==> src/rtl/effect_pkg.sv <==
// effect_pkg: shared definitions for the effect sequencer.
//   - state_e     : sequencer FSM states
//   - op_class_e  : opcode class held in opcode bits [3:2]
//   - OP_RESET    : system opcode that clears the show and restarts at slot 0
//   - CODE_NOP    : low-bit code treated as a no-op in every class
//   - MOVE_*      : one-hot move encodings {fog, jaw, hands}
//   - op_class()  : opcode -> class
//   - move_bit()  : movement code -> one-hot move pattern
//   - max_int()   : elaboration-time maximum, used for the shared timer width
package effect_pkg;

   typedef enum logic [2:0] {
      ST_IDLE     = 3'd0,
      ST_FETCH    = 3'd1,
      ST_EXEC     = 3'd2,
      ST_SND_WAIT = 3'd3,
      ST_DWELL    = 3'd4
   } state_e;

   typedef enum logic [1:0] {
      CLS_SYS   = 2'b00,
      CLS_COLOR = 2'b01,
      CLS_SOUND = 2'b10,
      CLS_MOVE  = 2'b11
   } op_class_e;

   localparam int         NUM_SLOTS  = 4;
   localparam logic [3:0] OP_RESET   = 4'b0001;
   localparam logic [1:0] CODE_NOP   = 2'b11;
   localparam logic [2:0] MOVE_HANDS = 3'b001;
   localparam logic [2:0] MOVE_JAW   = 3'b010;
   localparam logic [2:0] MOVE_FOG   = 3'b100;

   function automatic op_class_e op_class(input logic [3:0] op);
      return op_class_e'(op[3:2]);
   endfunction

   // Movement codes: 00 hands, 01 jaw, 10 fog, 11 nothing.
   function automatic logic [2:0] move_bit(input logic [1:0] code);
      logic [2:0] m;
      case (code)
         2'b00:   m = MOVE_HANDS;
         2'b01:   m = MOVE_JAW;
         2'b10:   m = MOVE_FOG;
         default: m = 3'b000;
      endcase
      return m;
   endfunction

   function automatic int max_int(input int a, input int b);
      return (a > b) ? a : b;
   endfunction

endpackage

==> src/rtl/seq_timer.sv <==
// seq_timer: loadable down-counter shared by the dwell hold and the
// sound-acknowledge timeout.
//   clk      : clock, rising edge
//   rst      : asynchronous active-high reset, clears the count
//   load     : load load_val (has priority over dec)
//   load_val : value to load
//   dec      : decrement by one, saturating at zero
//   zero     : count is zero
module seq_timer #(
   parameter int W = 4
) (
   input  logic         clk,
   input  logic         rst,
   input  logic         load,
   input  logic [W-1:0] load_val,
   input  logic         dec,
   output logic         zero
);

   logic [W-1:0] cnt_q, cnt_d;

   always_comb begin
      // NOTE: the default assignment first means every path writes cnt_d, so no latch is inferred.
      cnt_d = cnt_q;
      if (load) begin
         cnt_d = load_val;
      end else if (dec && (cnt_q != '0)) begin
         cnt_d = cnt_q - W'(1);
      end
   end

   // NOTE: non-blocking assignment so every flop samples the pre-edge value of its inputs.
   always_ff @(posedge clk or posedge rst) begin
      if (rst) begin
         cnt_q <= '0;
      end else begin
         cnt_q <= cnt_d;
      end
   end

   assign zero = (cnt_q == '0);

endmodule

==> src/rtl/effect_sequencer.sv <==
// effect_sequencer: runs a 4-slot program of 4-bit effect opcodes (colors,
// sounds, movements) with a programmable hold per step.
//   clk, rst     : clock (rising edge) and asynchronous active-high reset
//   enable       : run request
//   prog_we/addr/data : program slot write port
//   dwell        : hold cycles per step minus one, sampled on DWELL entry
//   snd_ack      : sound unit accepted the request (only seen in SND_WAIT)
//   pc           : slot currently executing
//   busy         : FSM is not in IDLE
//   color/color_on : active color and its enable
//   snd_req/snd_code : sound request (held until ack or timeout) and code
//   move         : one-hot {fog, jaw, hands}, asserted only while dwelling
//   snd_timeout  : one-cycle pulse when the ack wait expires
// Every output is a flop; the effect of an opcode is visible the cycle
// after EXEC.
module effect_sequencer
   import effect_pkg::*;
#(
   parameter int DWELL_W     = 4,
   parameter int ACK_TIMEOUT = 15
) (
   input  logic               clk,
   input  logic               rst,
   input  logic               enable,
   input  logic               prog_we,
   input  logic [1:0]         prog_addr,
   input  logic [3:0]         prog_data,
   input  logic [DWELL_W-1:0] dwell,
   input  logic               snd_ack,
   output logic [1:0]         pc,
   output logic               busy,
   output logic [1:0]         color,
   output logic               color_on,
   output logic               snd_req,
   output logic [1:0]         snd_code,
   output logic [2:0]         move,
   output logic               snd_timeout
);

   // One counter serves both the dwell hold and the ack timeout.
   localparam int TMR_W = max_int(DWELL_W, $clog2(ACK_TIMEOUT + 1));

   state_e                      state_q, state_d;
   logic [NUM_SLOTS-1:0][3:0]   slot_q, slot_d;
   logic [3:0]                  op_q, op_d;
   logic [1:0]                  pc_q, pc_d;
   logic                        busy_q, busy_d;
   logic [1:0]                  color_q, color_d;
   logic                        color_on_q, color_on_d;
   logic                        snd_req_q, snd_req_d;
   logic [1:0]                  snd_code_q, snd_code_d;
   logic [2:0]                  move_q, move_d;
   logic                        snd_timeout_q, snd_timeout_d;
   // Set by a RESET step so the following DWELL exit leaves pc at 0.
   logic                        reset_step_q, reset_step_d;

   logic                        tmr_load;
   logic [TMR_W-1:0]            tmr_val;
   logic                        tmr_dec;
   logic                        tmr_zero;

   seq_timer #(.W(TMR_W)) u_timer (
      .clk      (clk),
      .rst      (rst),
      .load     (tmr_load),
      .load_val (tmr_val),
      .dec      (tmr_dec),
      .zero     (tmr_zero)
   );

   always_comb begin
      state_d       = state_q;
      slot_d        = slot_q;
      op_d          = op_q;
      pc_d          = pc_q;
      color_d       = color_q;
      color_on_d    = color_on_q;
      snd_req_d     = snd_req_q;
      snd_code_d    = snd_code_q;
      move_d        = move_q;
      snd_timeout_d = 1'b0;
      reset_step_d  = reset_step_q;
      tmr_load      = 1'b0;
      tmr_val       = '0;
      tmr_dec       = 1'b0;

      // The store is a plain register file, so a fetch in the same cycle
      // as a write to that slot still sees the old opcode.
      if (prog_we) begin
         slot_d[prog_addr] = prog_data;
      end

      case (state_q)
         ST_IDLE: begin
            // An all-zero program has nothing to show, so stay idle.
            if (enable && (slot_q != '0)) begin
               state_d = ST_FETCH;
            end
         end

         ST_FETCH: begin
            op_d    = slot_q[pc_q];
            state_d = ST_EXEC;
         end

         ST_EXEC: begin
            state_d  = ST_DWELL;
            tmr_load = 1'b1;
            tmr_val  = TMR_W'(dwell);
            case (op_class(op_q))
               CLS_SYS: begin
                  if (op_q == OP_RESET) begin
                     color_d      = 2'b00;
                     color_on_d   = 1'b0;
                     move_d       = 3'b000;
                     pc_d         = 2'd0;
                     reset_step_d = 1'b1;
                  end
               end
               CLS_COLOR: begin
                  if (op_q[1:0] != CODE_NOP) begin
                     color_d    = op_q[1:0];
                     color_on_d = 1'b1;
                  end
               end
               CLS_SOUND: begin
                  if (op_q[1:0] != CODE_NOP) begin
                     snd_code_d = op_q[1:0];
                     snd_req_d  = 1'b1;
                     state_d    = ST_SND_WAIT;
                     // Counts ACK_TIMEOUT cycles in SND_WAIT, ending at zero.
                     tmr_val    = TMR_W'(ACK_TIMEOUT - 1);
                  end
               end
               default: begin
                  move_d = move_bit(op_q[1:0]);
               end
            endcase
         end

         ST_SND_WAIT: begin
            if (snd_ack) begin
               snd_req_d = 1'b0;
               state_d   = ST_DWELL;
               tmr_load  = 1'b1;
               tmr_val   = TMR_W'(dwell);
            end else if (tmr_zero) begin
               snd_req_d     = 1'b0;
               snd_timeout_d = 1'b1;
               state_d       = ST_DWELL;
               tmr_load      = 1'b1;
               tmr_val       = TMR_W'(dwell);
            end else begin
               tmr_dec = 1'b1;
            end
         end

         ST_DWELL: begin
            if (tmr_zero) begin
               move_d       = 3'b000;
               reset_step_d = 1'b0;
               if (!reset_step_q) begin
                  pc_d = pc_q + 2'd1;
               end
               if (enable) begin
                  state_d = ST_FETCH;
               end else begin
                  // Run request withdrawn: the step has finished, so
                  // blank the show and rewind.
                  state_d    = ST_IDLE;
                  pc_d       = 2'd0;
                  color_d    = 2'b00;
                  color_on_d = 1'b0;
                  snd_req_d  = 1'b0;
                  snd_code_d = 2'b00;
               end
            end else begin
               tmr_dec = 1'b1;
            end
         end

         default: begin
            state_d = ST_IDLE;
         end
      endcase

      busy_d = (state_d != ST_IDLE);
   end

   always_ff @(posedge clk or posedge rst) begin
      if (rst) begin
         state_q       <= ST_IDLE;
         // NOTE: the program store is reset on purpose: an all-zero program is the defined "nothing to run" condition.
         slot_q        <= '0;
         op_q          <= 4'b0000;
         pc_q          <= 2'd0;
         busy_q        <= 1'b0;
         color_q       <= 2'b00;
         color_on_q    <= 1'b0;
         snd_req_q     <= 1'b0;
         snd_code_q    <= 2'b00;
         move_q        <= 3'b000;
         snd_timeout_q <= 1'b0;
         reset_step_q  <= 1'b0;
      end else begin
         state_q       <= state_d;
         slot_q        <= slot_d;
         op_q          <= op_d;
         pc_q          <= pc_d;
         busy_q        <= busy_d;
         color_q       <= color_d;
         color_on_q    <= color_on_d;
         snd_req_q     <= snd_req_d;
         snd_code_q    <= snd_code_d;
         move_q        <= move_d;
         snd_timeout_q <= snd_timeout_d;
         reset_step_q  <= reset_step_d;
      end
   end

   assign pc          = pc_q;
   assign busy        = busy_q;
   assign color       = color_q;
   assign color_on    = color_on_q;
   assign snd_req     = snd_req_q;
   assign snd_code    = snd_code_q;
   assign move        = move_q;
   assign snd_timeout = snd_timeout_q;

endmodule

==> config.mk <==
export PLATFORM = sky130hd
export DESIGN_NAME = effect_sequencer
export DESIGN_NICKNAME = d
export VERILOG_FILES = /design/src/rtl/effect_pkg.sv /design/src/rtl/seq_timer.sv /design/src/rtl/effect_sequencer.sv
export SDC_FILE = /design/constraint.sdc
export NUM_CORES = 1
export LEC_CHECK = 0
export CORE_MARGIN = 2
export CORE_UTILIZATION = 59
export CTS_CLUSTER_DIAMETER = 40
export DETAILED_ROUTE_END_ITERATION = 12
export GPL_ROUTABILITY_DRIVEN = 0
export GPL_TIMING_DRIVEN = 1
export PLACE_DENSITY_LB_ADDON = 0.05
export SETUP_SLACK_MARGIN = 0.02
export SYNTH_ARGS = -nofsm -noshare
export SYNTH_HDL_FRONTEND = slang
export SYNTH_SLANG_ARGS = --single-unit
==> constraint.sdc <==
create_clock -name clk -period 4.25 [get_ports clk]
set_input_delay 0.425 -clock clk [delete_from_list [all_inputs] [get_ports clk]]
set_output_delay 0.425 -clock clk [all_outputs]
set_load 0.005 [all_outputs]
* Word-level counts from Yosys, hierarchy flattened
Index checks and enable logic that the tools add are counted.
** Storage, ports and cells
- Bits in registers :: 41
- Latch bits :: 0
- Bits in writable memories :: 0
- Memory bits (read-only) :: 0
- Logic and storage cells :: 122
- Memories :: 0
** Operators by class
- $add $sub $neg :: 2
- Multipliers :: 0
- Div/mod/pow operators :: 0
- Magnitude comparators :: 3
- Equality and inequality tests :: 22
- Shift operators :: 0
- Multiplexer cells :: 59
- Bitwise logic cells :: 0
- Reductions and logical operators :: 20
** Operators with widths (number)
- 2-to-1 mux 4 bit :: 8
- 2-to-1 mux 3 bit :: 8
- 2-to-1 mux 2 bit :: 9
- bitwise mux 16 bit :: 1
- 2-to-1 mux 1 bit :: 16
- inequality test 2 bit (second input constant) :: 8
- case mux 2 bit (2 select lines) :: 4
- nonzero test 16 bit :: 1
- inequality test 3 bit (second input constant) :: 5
- case mux 3 bit (5 select lines) :: 1
- case mux 3 bit (2 select lines) :: 2
- AND reduction 6 bit :: 2
- case mux 1 bit (2 select lines) :: 5
- AND reduction 5 bit :: 2
- case mux 3 bit (3 select lines) :: 1
- binary-select mux 4 bit (select 2 bit) :: 1
- demux 4 bit (select 2 bit) :: 1
- case mux 4 bit (2 select lines) :: 1
- AND reduction 4 bit :: 2
- equality test 3 x 2 -> 1 bit (second input constant) :: 2
- < comparator 2 x 3 -> 1 bit (second input constant) :: 2
- nonzero test 3 bit :: 2
- equality test 2 x 1 -> 1 bit (second input constant) :: 2
- equality test 2 bit (second input constant) :: 2
- 14 further kinds :: 18

* Logic depth before layout (Yosys ltp)
Gate-level depths: netlist of run 1.
- Depth in word-level cells :: 7
- Depth in mapped cells :: 7

* By module
From an unflattened synthesis of run 1, not the netlist that was laid out.
** Second synthesis, totals
- Cell total of the unflattened synthesis :: 196
- Area, all modules :: 2199.6 um^2
** Modules (own cells, without submodules)
- effect_sequencer :: times used 1, cells an instance 168, area an instance 1938.1 um^2
- seq_timer :: times used 1, cells an instance 28, area an instance 261.5 um^2

* Least setup slack after synthesis of run 1
Ideal clock, no wire load.
- Kind :: reg2reg
- Start point :: register u_timer.cnt_q[0]
- End point :: register move_q[0], in the netlist move[0]
- Library setup time :: 0.128 ns
- Data arrival time :: 1.596 ns
- Data required time :: 4.122 ns
- Path slack :: 2.526 ns
- Cell stages (with the launch flop) :: 8
- Path buffers :: 1
- Cells stage by stage :: dfrtp_1 > inv_1 > ha_1 > or3b_1 > buf_2 > nor2_4 > a21oi_2 > mux2_1
** On the way
- Word-level cells in the longest chain between the ends :: 3
** Ends and longest elaborated chain
- from (decl) :: RTL line seq_timer.sv:20 : logic [W-1:0] cnt_q, cnt_d;
- from (signal assigned) :: RTL line seq_timer.sv:37 : cnt_q <= cnt_d;
- zero test 4 bit :: RTL line seq_timer.sv:41 : assign zero = (cnt_q == '0);
- inequality test 2 bit (no source line)
- AND reduction 4 bit (no source line)
- to (signal assigned) :: RTL line effect_sequencer.sv:215 : move_q <= move_d;
- to (decl) :: RTL line effect_sequencer.sv:52 : logic [2:0] move_q, move_d;
Every way passes these cells.
A chain may end at the register's enable or synchronous reset.

* Worst setup path after layout of run 1
- Start point :: register u_timer.cnt_q[0]
- End point :: register busy_q, in the netlist busy
** On the way
- Word-level cells in the longest chain between the ends :: 5
- Elaborated cells on any way between the ends :: 6
- Those cells by class :: 4 x mux; 2 x reduce/logical
** Ends and longest elaborated chain
- zero test 4 bit (*) :: RTL line seq_timer.sv:41
- 2-to-1 mux 3 bit :: RTL line effect_sequencer.sv:147 : end else if (tmr_zero) begin
- 2-to-1 mux 3 bit :: RTL line effect_sequencer.sv:142 : if (snd_ack) begin
- case mux 3 bit (5 select lines) (*) :: RTL line effect_sequencer.sv:93 : case (state_q)
- nonzero test 3 bit (*) :: RTL line effect_sequencer.sv:187 : busy_d = (state_d != ST_IDLE);
- named net busy_d :: RTL line effect_sequencer.sv:47 : logic busy_q, busy_d;
- to (signal assigned) :: RTL line effect_sequencer.sv:210 : busy_q <= busy_d;
- to (decl) :: RTL line effect_sequencer.sv:47
Mark *: on every way through the listed nets, which the timed path passes. The rest lies on a longest branch.

==> flow_summary.toml, run 1 <==
[final_layout]
nNetsFinal = 228
final_layout_size_suffix_gt1_share_pct = 19.62
final_cells = 255
n_antenna_cell = 0
post-route-util_pct = 72.82
area_growth_pct = 16.39

[global_route]
grtUsageTotal_pct = 23.78
grt_pass1_wl_mm = 7.431
grt_pass1_vias = 1581
grt_overflow = 0
antenna_found_initial = 0
grt_max_degree = 42

[clock_network]
clock-root-buffer = "clkbuf_4"
clk_path_buf_depth = 2
cts_resized = 0
clkTransAtPathRegs_ps = 110
cts_buffers = 5
clock_latency_ps = 350
cts_setup_buffers = 0
htreeDepth = 2
cts.sinks = 41
cts_hold_buf = 0
cts_tree = "yes"

[outcome]
status = "complete, no violations"

[critical_path]
path_class = "flop to flop"
crit_cells = 6
required_ps = 4470
critPathLaunchType = "flop"
critPathBufInv = 1
reg2regPathDepth = 6
crit_path_max_fanout = 5
r2r_slack_ps = 2300
cp-endpoint = "busy"
critical_path.slowest_cell = "dfrtp_1"
crit_chain = "inv_1, ha_1, nor3b_2, nor2_1, a221oi_1, o2111ai_1"
cp.arrival_ps = 2170
crit_family = "simple AND/OR/NAND/NOR gates"
crit_start = "u_timer.cnt_q[0]"
cpPeakStageDelay_ps = 430
reg2reg_to = "busy"
cp-end-kind = "flop"
r2r_start = "u_timer.cnt_q[0]"

[sta]
finalSetupTns_ps = 0
skew_ps = 8.808
slew_headroom_pct = 61.58
grt_setup_unrepaired = "no"
fin_crit_sh_pct = 45.95
worst_pin_slew_ps = 575.0
setup_violations = 0
post-route-min-period_ps = 1953
slew_viol_final = 0
final_hold_viol_count = 0
fmax_mhz = 512.1

[yosys]
ys_seq_area_share_pct = 48.01
yosys-top-cells-area = "dfrtp_1 48%, mux2_2 10%, mux4_2 4.2%, ha_1 2.3%, a21oi_1 1.9%"
synthMuxAreaShare_pct = 16.28
ys_types = 53
synthAdderAreaFrac_pct = 2.342
syn_area_mm2 = 0.002137
ys_ff_latch = 41
synth_top_family_by_area = "simple AND/OR/NAND/NOR gates"
synth-xor-area-share_pct = 0
synth_cells = 181
synth_top_cell_by_area = "dfrtp_1"
syn-num-nets = 200
synth_compound_area_share_pct = 13.29
synthSimpleGateAreaFrac_pct = 16.98
synth_top_area_share_pct = 48.01
synth_edf_count = 0
syn_area_per_cell_um2 = 11.81
yosys_warnings = 0
synth_ff_type = "dfrtp_1"
synthArstFlopShare_pct = 100.0

[route]
drt-initial-drc-count = 128
wl_per_cell_um = 16.66
antenna_left = 0
wl_mm = 4.249
drc_errors = 0
viasPerCell = 6.165
drt_pre_antenna_iters = 4
vias = 1572

[floorplanning]
start_util_pct = 62.56
dieWidth_um = 64.19
coreArea_mm2 = 0.003416
die_y_um = 64.19
die_area_mm2 = 0.004120
rows = 21
ios = 28

[placement]
dp_cells = 248
place_hpwl_mm = 3.220
io_buffers = 27

[power]
irDropWorstVdd_mv = 0.2880
power_density_mw_per_mm2 = 593.0
leakage_uw = 0.001036

[min_path]
min_path_type = "primary input to asynchronous set/reset pin"

[job]
drv_cap = 0
==> metal layers <==
layer  global-route usage (%)  up-vias  part of all wire [%]
met3                    4.049        8                   4.3
met1                    31.89      786                    44
met5                        0        -                     0
met2                    37.63       47                    50
li1                         -      731                     -
met4                    11.44        0                   1.6
==> cells by family after synthesis <==
| logic type | Yosys count |
|---|---|
| AO/OA/AOI/OAI | 41 |
| adder cells (fa/ha/maj) | 4 |
| buffers and inverters | 14 |
| flip-flops | 41 |
| multiplexers | 27 |
| AND/OR/NAND/NOR | 54 |
==> synth_stat cells, types with 2 or more instances <==
library cell and count:
a21oi_1 8, and3_1 2, nor3_1 3, mux2_1 3, o21ai_2 2, nor3b_2 2, nor2b_1 2, nor4b_1 2
nor2_1 7, nand2_1 10, buf_2 4, nand3b_1 2, mux2_2 19, nor4_1 5, o211ai_1 3, nand2b_1 5
o31ai_1 2, dfrtp_1 41, mux4_2 4, ha_1 4, nor3b_4 2, nand3_1 3, o21ai_1 2, o21ai_0 8
a32o_1 2, inv_1 7
==> placed cells by master, fill, tap and decap left out, drive strengths merged, types with 2 or more instances in the layout <==
cell type      instances
o31ai                  2
nand3                  3
nor2b                  2
nor4b                  2
inv                    7
a32o                   2
a21oi                  9
and3                   2
o21ai                 12
o211ai                 3
nand2                 10
mux2                  22
mux4                   4
nand2b                 5
or3b                   2
nor2                   8
nor3b                  5
clkbuf                 7
nand3b                 2
nor4                   5
dfrtp                 41
nor3                   4
clkdlybuf4s50         27
ha                     4
==> worst min-delay path by stage <==
stage | start | to | slack [ps]
after floorplan | move[0] | move[0] | 490
after global placement | move[0] | move[0] | 470
after detailed placement | color[1] | color[1] | 480
after CTS | rst | snd_timeout | 510
after global routing | color[1] | color[1] | 520
final | rst | op_q[1] | 500
==> power breakdown <==
group	internal, uW	switching (uW)	total (uW)
clock network	78.1	117	195
registers	515	151	666
logic	334	280	614
total	927	548	1470
==> tightest hold or removal path: cells and delay by family <==
family / cells / cell delay, ps
buf+inv: 3 / 870
==> flip-flops by register name, indices dropped and copies added, names as in the netlist, 2 cells and up <==
register,count
color,2
move,3
op_q,4
pc,2
slot_q,16
snd_code,2
state_q,3
u_timer.cnt_q,4
==> layout make-up <==
class	instances	area, um^2
Multi-Input combinational cell	126	1045
Sequential cell	41	1026
Fill cell	239	928.4
Timing Repair Buffer	28	277.8
Tap cell	46	57.56
Clock buffer	7	55.05
Inverter	7	26.28
==> through the flow <==
step	setup WS, ps	instance area, um^2	hold WS [ps]	total power (uW)
CTS	2275	2487	507.1	1482
global route	2090	2487	524.4	1590
detailed placement	2255	2432	482.7	1287
global placement	2376	2432	474.6	1255
floorplan	2526	2137	488.9	1093
finish	2297	2487	497.6	1475
Note: power is estimated with default switching activity, not from simulation.
==> inputs of run 2 (changes only) <==
- CORE_UTILIZATION: 59 -> 49
- clock period: 4.25 -> 1.63 ns (I/O delays scaled with it)
==> flow_summary.toml, run 2 (synthesis results as in run 1) <==
[critical_path]
cp-endpoint = "move[0]"
crit_path_max_fanout = 5
reg2reg_to = "move[0]"
cp.arrival_ps = 1880
cpPeakStageDelay_ps = 430
critPathLaunchType = "flop"
r2r_slack_ps = -70
crit_start = "u_timer.cnt_q[1]"
required_ps = 1810
critical_path.slowest_cell = "or3b_4"
r2r_start = "u_timer.cnt_q[1]"
path_class = "flop to flop"
cp-end-kind = "flop"
reg2regPathDepth = 6
crit_chain = "inv_2, ha_4, or3b_4, nor2_4, a21oi_4, mux2_4"

[clock_network]
clk_path_buf_depth = 2
htreeDepth = 2
clock_latency_ps = 290
cts_hold_buf = 0
cts.sinks = 41
cts_tree = "yes"
cts_buffers = 5
clock-root-buffer = "clkbuf_8"
clkTransAtPathRegs_ps = 80

[final_layout]
nNetsFinal = 265
reg.largest.list = "slot_q: 16 flops, op_q: 4 flops, u_timer.cnt_q: 4 flops"
layout_common_cells = "40 x dfrtp_1, 37 x buf_4, 27 x clkdlybuf4s50_1, 19 x mux2_2, 10 x nand2_1"
final_layout_size_suffix_gt1_share_pct = 42.28
largest_reg_flops = 16
final_common_cell = "dfrtp_1"
n_antenna_cell = 0
regMostFlops = "slot_q"
area_growth_pct = 37.24

[sta]
fin_crit_sh_pct = 104.3
fin_ws_ps = -69.43
setup_violations = 8
final_hold_viol_count = 0
slew_viol_final = 0
fmax_mhz = 588.4
skew_ps = 11.17
post-route-min-period_ps = 1699
slew_headroom_pct = 65.40
grt_setup_unrepaired = "yes"
worst_pin_slew_ps = 519.0

[route]
drt_pre_antenna_iters = 4
drc_errors = 0
viasPerCell = 5.674
wl_per_cell_um = 16.72
antenna_left = 0
drt-initial-drc-count = 113
vias = 1691
wl_mm = 4.983

[power]
power_uw = 4776
leakage_uw = 0.001268
power_density_mw_per_mm2 = 1629
irDropWorstVdd_mv = 0.7710

[placement]
io_buffers = 27
place_hpwl_mm = 3.609
pre_cts_ws_ps = -212.5

[floorplanning]
die_area_mm2 = 0.004906
die_y_um = 70.04
rows = 24
coreArea_mm2 = 0.004264
ios = 28
start_util_pct = 50.12
dieWidth_um = 70.04

[outcome]
violations = "negative setup slack"
status = "finished with violations"

[global_route]
antenna_found_initial = 0
grtUsageTotal_pct = 21.74
grt_pass1_wl_mm = 8.411
grt_max_degree = 42
grt_overflow = 0
grt_pass1_vias = 1751

[min_path]
min_path_type = "primary input to asynchronous set/reset pin"

[job]
drv_cap = 0
## run 2: cell count changes in the layout (fill, tap and decap cells not counted), sizes merged
cell and change:
buf +37, clkbuf -1, clkinvlp +1
## run 2: worst min path at each step
stage	start	end	slack, ps	cells past startpoint
after global routing	rst	op_q[3]	390	3
after detailed placement	move[2]	move[2]	490	1
after floorplan	prog_data[0]	slot_q[12]	310	1
final	rst	op_q[2]	310	3
after CTS	rst	op_q[2]	330	3
after global placement	color[0]	color[0]	470	1
## run 2: worst max-delay path, delay by kind of cell, from the launching register on
family / cells / cell delay [ps]
AND/OR/NAND/NOR: 2 / 590
AO/OA/AOI/OAI: 1 / 70
buffers and inverters: 1 / 90
multiplexers: 1 / 310
adder cells (fa/ha/maj): 1 / 130
flip-flops: 1 / 410
## run 2: repair_timing
item | CTS | global route
setup endpoints to repair | 20 | 18
pin swaps | 6 | 8
resized for setup | 12 | 20
endpoints found under the hold margin | 0 | 0
buffers inserted | 4 | 4
## run 2: final cells by class
cell class                 count  area, um^2
fill                         324        1331
multi-input combinational    126        1165
sequential                    41        1027
timing repair buffer          65       559.3
clock buffer                   6       82.58
tap                           52       65.06
inverter                       7       26.28
clock inverter                 1       7.507
## run 2: stage by stage
| stage | utilization [%] | area, um^2 | instances | hold slack (ps) | setup TNS [ps] |
|---|---|---|---|---|---|
| 6_report | 68.78 | 2933 | 298 | 306.3 | -290.8 |
| 5_1_grt | 68.78 | 2933 | 298 | 390.5 | -865.1 |
| 4_1_cts | 66.46 | 2834 | 294 | 332.2 | -318.5 |
| 3_5_place_dp | 62.44 | 2663 | 283 | 488.8 | -2337 |
| 3_3_place_gp | 62.44 | 2663 | 283 | 474.0 | -1462 |
| 2_1_floorplan | - | 2148 | 181 | 313.5 | -356.8 |
## run 2: where the power goes
group / switching [uW] / internal [uW] / leakage (uW)
clock network: 348 / 335 / 0.0000433
logic: 1100 / 1370 / 0.000719
registers: 282 / 1350 / 0.000506
## run 2: per-layer routing
layer	global-route usage [%]	vias up	part of all wire (%)
li1	-	803	-
met1	28.16	848	45
met2	37.46	36	52
met3	4.473	4	2.7
met4	5.342	0	0.60
met5	0	-	0
